--- config.mk ---
export PLATFORM = sky130hd
export DESIGN_NAME = flag_branch_ctrl_flat
export DESIGN_NICKNAME = d
export VERILOG_FILES = /design/src/rtl/flag_branch_ctrl_pkg.sv /design/src/rtl/flag_branch_ctrl_if.sv /design/src/rtl/flag_branch_ctrl_zero_detect_tree.sv /design/src/rtl/flag_branch_ctrl.sv /design/src/flat_wrapper.sv
export SDC_FILE = /design/constraint.sdc
export NUM_CORES = 1
export LEC_CHECK = 0
export BUFFER_PORTS_ARGS = -buffer_cell sky130_fd_sc_hd__buf_2
export CAP_MARGIN = 20
export CELL_PAD_IN_SITES_DETAIL_PLACEMENT = 1
export CELL_PAD_IN_SITES_GLOBAL_PLACEMENT = 2
export CORE_MARGIN = 8
export CORE_UTILIZATION = 10
export CTS_CLUSTER_DIAMETER = 30
export DETAILED_ROUTE_END_ITERATION = 10
export PLACE_DENSITY = 0.95
export SLEW_MARGIN = 20
export SYNTH_ARGS = -nofsm -noshare
export SYNTH_HDL_FRONTEND = slang
export SYNTH_SLANG_ARGS = --single-unit
--- constraint.sdc ---
create_clock -name clk -period 4 [get_ports clk]
set_input_delay 0.6 -clock clk [delete_from_list [all_inputs] [get_ports clk]]
set_output_delay 0.6 -clock clk [all_outputs]
set_load 0.05 [all_outputs]
--- src/rtl/flag_branch_ctrl_pkg.sv ---
// NZCV flag types, condition codes and the B.cond evaluator.
// Shared by flag_branch_ctrl and its testbench.
package flag_pkg;

  typedef struct packed {
    logic n;
    logic z;
    logic c;
    logic v;
  } flags_t;

  typedef enum logic [3:0] {
    EQ, NE, HS, LO, MI, PL, VS, VC,
    HI, LS, GE, LT, GT, LE, AL, NV
  } cond_e;

  typedef enum logic {
    IDLE,
    WAIT
  } fbc_state_e;

  function automatic logic cond_true(
    cond_e  c,
    flags_t f
  );
    logic r;
    r = 1'b1;
    case (c)
      EQ: r = f.z;
      NE: r = !f.z;
      HS: r = f.c;
      LO: r = !f.c;
      MI: r = f.n;
      PL: r = !f.n;
      VS: r = f.v;
      VC: r = !f.v;
      HI: r = f.c & !f.z;
      LS: r = !f.c | f.z;
      GE: r = (f.n == f.v);
      LT: r = (f.n != f.v);
      GT: r = !f.z & (f.n == f.v);
      LE: r = f.z | (f.n != f.v);
      default: r = 1'b1;
    endcase
    return r;
  endfunction

endpackage

--- src/rtl/flag_branch_ctrl_if.sv ---
// EX/ID side bundle of flag_branch_ctrl.
// master drives the pipeline inputs, slave is the controller.
interface flag_branch_ctrl_if #(
  parameter int DATA_W = 64
);
  logic              ex_valid;
  logic              ex_set_flags;
  logic [DATA_W-1:0] ex_result;
  logic              ex_carry;
  logic              ex_overflow;
  logic              pipe_stall;
  logic              flush;
  logic              id_valid;
  logic              id_is_bcond;
  logic [3:0]        id_cond;
  logic              id_is_cbz;
  logic              id_cbnz;
  logic [DATA_W-1:0] id_cbz_val;
  logic              br_resolved;
  logic              br_taken;
  logic              flag_stall;
  logic [3:0]        flags_q;

  modport master (
    output ex_valid, ex_set_flags, ex_result,
    output ex_carry, ex_overflow,
    output pipe_stall, flush,
    output id_valid, id_is_bcond, id_cond,
    output id_is_cbz, id_cbnz, id_cbz_val,
    input  br_resolved, br_taken,
    input  flag_stall, flags_q
  );

  modport slave (
    input  ex_valid, ex_set_flags, ex_result,
    input  ex_carry, ex_overflow,
    input  pipe_stall, flush,
    input  id_valid, id_is_bcond, id_cond,
    input  id_is_cbz, id_cbnz, id_cbz_val,
    output br_resolved, br_taken,
    output flag_stall, flags_q
  );
endinterface

--- src/rtl/flag_branch_ctrl_zero_detect_tree.sv ---
// Chunked zero detect: NOR per CHUNK_W slice, then AND of slices.
// DATA_W must be a multiple of CHUNK_W.
module zero_detect_tree #(
  parameter int DATA_W  = 64,
  parameter int CHUNK_W = 16
) (
  input  logic [DATA_W-1:0] data,
  output logic              zero
);
  localparam int NCH = DATA_W / CHUNK_W;

  logic [NCH-1:0] chunk_zero;

  for (genvar i = 0; i < NCH; i++) begin : g_chunk
    assign chunk_zero[i] = ~|data[i*CHUNK_W +: CHUNK_W];
  end

  assign zero = &chunk_zero;
endmodule

--- src/rtl/flag_branch_ctrl.sv ---
// NZCV register, ID branch resolution and flag RAW hazard control.
// FLAG_FWD_EN: forward live EX flags instead of a one-cycle stall.
module flag_branch_ctrl
  import flag_pkg::*;
#(
  parameter int DATA_W  = 64,
  parameter int CHUNK_W = 16
) (
  input  logic clk,
  input  logic reset_n,
  flag_branch_ctrl_if.slave bus
);
  logic   ex_zero;
  logic   cbz_zero;
  logic   hz;
  logic   stall;
  logic   hold;
  logic   cond_ok;
  flags_t ex_flags;
  flags_t flags_r;
  flags_t eval_flags;

  zero_detect_tree #(
    .DATA_W  (DATA_W),
    .CHUNK_W (CHUNK_W)
  ) u_ex_zd (
    .data (bus.ex_result),
    .zero (ex_zero)
  );

  zero_detect_tree #(
    .DATA_W  (DATA_W),
    .CHUNK_W (CHUNK_W)
  ) u_cbz_zd (
    .data (bus.id_cbz_val),
    .zero (cbz_zero)
  );

  assign ex_flags = {bus.ex_result[DATA_W-1], ex_zero,
                     bus.ex_carry, bus.ex_overflow};

  always_ff @(posedge clk or negedge reset_n) begin
    if (!reset_n)
      flags_r <= '0;
    else if (bus.ex_valid & bus.ex_set_flags & !bus.pipe_stall)
      flags_r <= ex_flags;
  end

  assign hz = bus.id_valid & bus.id_is_bcond
            & bus.ex_valid & bus.ex_set_flags;

`ifdef FLAG_FWD_EN
  assign stall      = 1'b0;
  assign hold       = 1'b0;
  assign eval_flags = hz ? ex_flags : flags_r;
`else
  fbc_state_e state;
  fbc_state_e state_nx;

  always_comb begin
    state_nx = state;
    case (state)
      IDLE:
        if (hz & !bus.pipe_stall & !bus.flush)
          state_nx = WAIT;
      WAIT:
        if (bus.flush | !bus.pipe_stall)
          state_nx = IDLE;
      default: state_nx = IDLE;
    endcase
  end

  always_ff @(posedge clk or negedge reset_n) begin
    if (!reset_n)
      state <= IDLE;
    else
      state <= state_nx;
  end

  // the hazard cycle itself must not resolve on stale flags
  assign stall      = (state == WAIT);
  assign hold       = hz;
  assign eval_flags = flags_r;
`endif

  assign cond_ok = cond_true(cond_e'(bus.id_cond), eval_flags);

  assign bus.br_resolved = reset_n & bus.id_valid
                         & (bus.id_is_bcond | bus.id_is_cbz)
                         & !bus.flush & !bus.pipe_stall
                         & !stall & !hold;

  assign bus.br_taken = bus.br_resolved
                      & (bus.id_is_cbz
                         ? (cbz_zero ^ bus.id_cbnz)
                         : cond_ok);

  assign bus.flag_stall = reset_n & stall;
  assign bus.flags_q    = flags_r;
endmodule
--- src/flat_wrapper.sv ---
// flat-port wrapper written by rule: the top's interface ports become plain ports
module flag_branch_ctrl_flat import flag_pkg::*;
#(
  parameter int DATA_W  = 64,
  parameter int CHUNK_W = 16
)
  (clk, reset_n, bus_ex_valid, bus_ex_set_flags, bus_ex_result, bus_ex_carry, bus_ex_overflow, bus_pipe_stall, bus_flush, bus_id_valid, bus_id_is_bcond, bus_id_cond, bus_id_is_cbz, bus_id_cbnz, bus_id_cbz_val, bus_br_resolved, bus_br_taken, bus_flag_stall, bus_flags_q);
  flag_branch_ctrl_if #(.DATA_W(DATA_W)) bus_i ();
  input  logic clk;
  input  logic reset_n;
  input wire logic [$bits(bus_i.ex_valid)-1:0] bus_ex_valid;
  input wire logic [$bits(bus_i.ex_set_flags)-1:0] bus_ex_set_flags;
  input wire logic [$bits(bus_i.ex_result)-1:0] bus_ex_result;
  input wire logic [$bits(bus_i.ex_carry)-1:0] bus_ex_carry;
  input wire logic [$bits(bus_i.ex_overflow)-1:0] bus_ex_overflow;
  input wire logic [$bits(bus_i.pipe_stall)-1:0] bus_pipe_stall;
  input wire logic [$bits(bus_i.flush)-1:0] bus_flush;
  input wire logic [$bits(bus_i.id_valid)-1:0] bus_id_valid;
  input wire logic [$bits(bus_i.id_is_bcond)-1:0] bus_id_is_bcond;
  input wire logic [$bits(bus_i.id_cond)-1:0] bus_id_cond;
  input wire logic [$bits(bus_i.id_is_cbz)-1:0] bus_id_is_cbz;
  input wire logic [$bits(bus_i.id_cbnz)-1:0] bus_id_cbnz;
  input wire logic [$bits(bus_i.id_cbz_val)-1:0] bus_id_cbz_val;
  output wire logic [$bits(bus_i.br_resolved)-1:0] bus_br_resolved;
  output wire logic [$bits(bus_i.br_taken)-1:0] bus_br_taken;
  output wire logic [$bits(bus_i.flag_stall)-1:0] bus_flag_stall;
  output wire logic [$bits(bus_i.flags_q)-1:0] bus_flags_q;
  assign bus_i.ex_valid = bus_ex_valid;
  assign bus_i.ex_set_flags = bus_ex_set_flags;
  assign bus_i.ex_result = bus_ex_result;
  assign bus_i.ex_carry = bus_ex_carry;
  assign bus_i.ex_overflow = bus_ex_overflow;
  assign bus_i.pipe_stall = bus_pipe_stall;
  assign bus_i.flush = bus_flush;
  assign bus_i.id_valid = bus_id_valid;
  assign bus_i.id_is_bcond = bus_id_is_bcond;
  assign bus_i.id_cond = bus_id_cond;
  assign bus_i.id_is_cbz = bus_id_is_cbz;
  assign bus_i.id_cbnz = bus_id_cbnz;
  assign bus_i.id_cbz_val = bus_id_cbz_val;
  assign bus_br_resolved = bus_i.br_resolved;
  assign bus_br_taken = bus_i.br_taken;
  assign bus_flag_stall = bus_i.flag_stall;
  assign bus_flags_q = bus_i.flags_q;
  flag_branch_ctrl #(.DATA_W(DATA_W), .CHUNK_W(CHUNK_W)) u_core (.clk(clk), .reset_n(reset_n), .bus(bus_i));
endmodule
Word level (Yosys, flattened, before mapping)
Cells that the tools add are included.

Equality and inequality tests: 15. Muxes and demuxes: 5. Bitwise logic cells: 23. Reduce and logical (&&, ||, !) cells: 27.

Operators with widths (count): OR reduction 16 bit (8); == test 4 bit (second input constant) (6); bitwise AND 1 bit (17); == test 4 x 3 -> 1 bit (second input constant) (4); logical NOT 1 bit (16); one-hot mux 1 bit (14 select lines) (1); == test 4 x 2 -> 1 bit (second input constant) (2); AND reduction 4 bit (2); == test 4 x 1 -> 1 bit (second input constant) (1); logical NOT 4 bit (1); OR 1 bit (4); 2-to-1 mux 1 bit (3); one-hot mux 1 bit (2 select lines) (1); == test 1 bit (1); != test 1 bit (1); inverter 1 bit (1); XOR 1 bit (1).

Register bits after elaboration: 5. Input bits: 144.

Depth between registers and ports, before layout
Word-level depth: 7. Depth in mapped cells: 5. Mapped depth without buffers: 5.

By module
From an unflattened synthesis, not the netlist that was laid out.

Cell total of the unflattened synthesis: 80. Area total of the unflattened synthesis: 661.9 µm².

Modules (own cells, without submodules): flag_branch_ctrl (times used 1, cells each 38, area each 374.1 µm²); zero_detect_tree (times used 2, cells each 21, area each 143.9 µm²).

Least setup slack after synthesis
Ideal clock, no wire load.

Path type: in2out. Start: input bus_id_cbz_val[30]. End: output bus_br_taken. Arrival: 2.121 ns. Required time: 3.400 ns. Setup slack: 1.279 ns. Stages: 5. Path buffers: 0. Path through: nor4_1 -> nand4_1 -> nor4_2 -> xnor2_1 -> a211oi_2.

Word-level cells in the longest chain between the ends: 6.

RTL lines: start: declaration (RTL line flat_wrapper.sv:23) `input wire logic [$bits(bus_i.id_cbz_val)-1:0] bus_id_cbz_val;`; OR reduction 16 bit (RTL line flag_branch_ctrl_zero_detect_tree.sv:15) `assign chunk_zero[i] = ~|data[i*CHUNK_W +: CHUNK_W];`; logical NOT 1 bit (RTL line flag_branch_ctrl_zero_detect_tree.sv:15); AND reduction 4 bit (RTL line flag_branch_ctrl_zero_detect_tree.sv:18) `assign zero = &chunk_zero;`; XOR 1 bit (RTL line flag_branch_ctrl.sv:95) `? (cbz_zero ^ bus.id_cbnz)`; 2-to-1 mux 1 bit (RTL line flag_branch_ctrl.sv:95); bitwise AND 1 bit (RTL line flag_branch_ctrl.sv:94) `& (bus.id_is_cbz`; end: declaration (RTL line flat_wrapper.sv:25) `output wire logic [$bits(bus_i.br_taken)-1:0] bus_br_taken;`.

Every way passes these cells.

Final worst setup path
Same ends and word-level chain as after synthesis.

==> out/metrics.cfg <==
[run_status]
status=finished clean

[placement]
io_buffers=150
finalWeightedCongestion=0.814
hpwl_mm=4.77

[synth]
synthArstFlopShare=1.00
synth_edf_count=0
synth_most_common_cell=nor4_1
synth-simple-area-share=0.526
synth_top_area_frac=0.288
synth_top_family_by_area=simple AND/OR/NAND/NOR gates
synthFlopType=dfrtp_1
synth.avg_cell_area_um2=8.11
synthTopCellsByCount=nor4_1, nand4_1, dfrtp_1, xnor2_1, nor2_1
netlist_area_um2=673
ys_warn_count=0
postSynthCellCount=83
ys_ff_latch=5
synth_cell_types=25
synth_fa_ha_area_frac=0
synth_fp_nets=227
synth-compound-area-share=0.119
synth_xor_xnor_area_share=0.0781
synthMuxAreaShare=0.0799
ys_top_cells_by_area=nor4_1, dfrtp_1, nand4_1, xnor2_1, mux2_2
yosysTopAreaCell=nor4_1
seq_area_frac_synth=0.186

[critical_path]
crit_top_cell=buf_2
required_ns=3.40
slowest_delay_ns=0.33
path_cells=buf_2 > nor4_1 > nand4_1 > nor4_2 > xnor2_1 > a211oi_2 > buf_2
path_class=primary input to output port
cp_slowest_cell=nor4_2
start_kind=primary input
worst-path-max-fanout=1
end_kind=output port
critPathArrivalTime_ns=2.15

[route]
dr_total_vias=1369
route.detailed.drc=0
antenna_left=0
viasPerCell=4.33
routedWlPerCell_um=15.4
first_iter_violations=9
firstDrtPassIters=3
routed_wl_mm=4.87

[sta]
worst_slew_pin_slew_ns=0.369
tns_ns=0
rsz0062_at_grt=false
setup_viol=0
final_max_slew_viol_count=0
period_share=0.688
max_freq_ghz=0.364
max_slew_margin=0.754
min_period_ns=2.75
fin_skew_ns=0
hold_viol=0

[die]
fp-row-count=30
coreArea_mm2=0.00664
dieArea_mm2=0.00961
chipWidth_um=98.0
fp.dieH_um=98.0
io_pins=151
initial_core_util=0.101

[finish]
area_growth_syn_to_layout_pct=133
drive_gt1_frac=0.682
diodes=0
fin_nets=381
utilization=0.236

[clock_network]
cts_buffer_depth=2
clk_pin_slew_ns=0.04
clock-sinks=5
hold_buffers=0
cts_tree=yes
cts_buffers=3
post_cts_buffers=0
h-tree-depth=1
clock_latency_ns=0.21
cts_root_buffer=clkbuf_8
cts_resized=0

[pwr]
ir_worst_vdd_mv=0.0496
leakage_uw=0.000802
powerDensity_mw_per_mm2=197

[global_route]
antenna_found_initial=0
grt_first_pass_wirelength_mm=7.75
grt_max_degree=8
grt_pass1_vias=1724
grt_usage=0.0986
grt.overflow.total=0

[job]
cap_violations=0

[min_path]
hold_path.class=primary input to async pin

## metal layers
layer	GRT usage	vias to the layer above	part of all wire
li1	-	664	-
met4	0.0192	0	0.0086
met2	0.196	103	0.52
met5	0	-	0
met3	0.0519	4	0.14
met1	0.0843	598	0.33
## cell families after synthesis
logic type | count (synthesis)
flops | 5
simple gates | 57
mux | 5
buf+inv | 2
xor+xnor | 6
compound gates | 8
## sequential cells by signal, summed over array words and instances, names as in the netlist
register	count
u_core.bus.flags_q	4
u_core.stall	1
## final timing paths
check,from,endpoint,slack [ns],cells after the start
worst max-delay path,bus_id_cbz_val[30],bus_br_taken,1.25,7
worst min-delay path,reset_n,u_core.bus.flags_q[1]$_DFFE_PN0P_,0.21,1
worst max register to register,u_core.bus.flags_q[0]$_DFFE_PN0P_,u_core.bus.flags_q[0]$_DFFE_PN0P_,3.19,1
worst min register to register,u_core.bus.flags_q[2]$_DFFE_PN0P_,u_core.bus.flags_q[2]$_DFFE_PN0P_,0.56,2
max in group asynchronous,reset_n,u_core.bus.flags_q[0]$_DFFE_PN0P_,3.64,1
min in group clk,u_core.bus.flags_q[2]$_DFFE_PN0P_,u_core.bus.flags_q[2]$_DFFE_PN0P_,0.56,2
## area by class of cell
cell class / count / area, um^2
clock buffers: 4 / 45.0
fillers: 859 / 5080
multi-input cells: 76 / 541
well taps: 80 / 100
repair buffers: 150 / 751
flip-flops and latches: 5 / 125
inverters: 1 / 3.75
## worst max-delay path, delay by kind of cell
family	cells	cell delay [ns]
buffers and inverters	2	0.40
AO/OA/AOI/OAI	1	0.22
XOR/XNOR	1	0.12
AND/OR/NAND/NOR	3	0.81
## per-stage QoR
step                instance area [um^2]  setup WS, ns  total power [uW]  hold WS, ns  instances
floorplan                            673          1.28               130        0.304         83
global placement                    1520          1.21               216        0.436        312
detailed placement                  1520          1.21               221        0.439        312
CTS                                 1570          1.20               315        0.209        316
global route                        1570          1.06               331        0.217        316
finish                              1570          1.25               309        0.207        316
## power breakdown
part           switching (uW)  internal, uW  total, uW
Combinational            72.0          82.2        154
Sequential               6.35          56.9       63.2
Clock                    22.9          68.3       91.1
Total                     101           207        309
## layout by cell type, fill, tap and decap left out, types with 2 or more instances in the layout
| cell type | count |
|---|---|
| mux2i_1 | 2 |
| buf_2 | 150 |
| nor4_1 | 31 |
| dfrtp_1 | 5 |
| nand4_1 | 9 |
| nand3b_1 | 2 |
| nor2_1 | 4 |
| clkbuf_8 | 3 |
| nand2_1 | 3 |
| xnor2_1 | 5 |
| mux2_2 | 3 |
| nor2b_1 | 3 |
| nor4_2 | 2 |
Power figures use the tool's default switching activity.
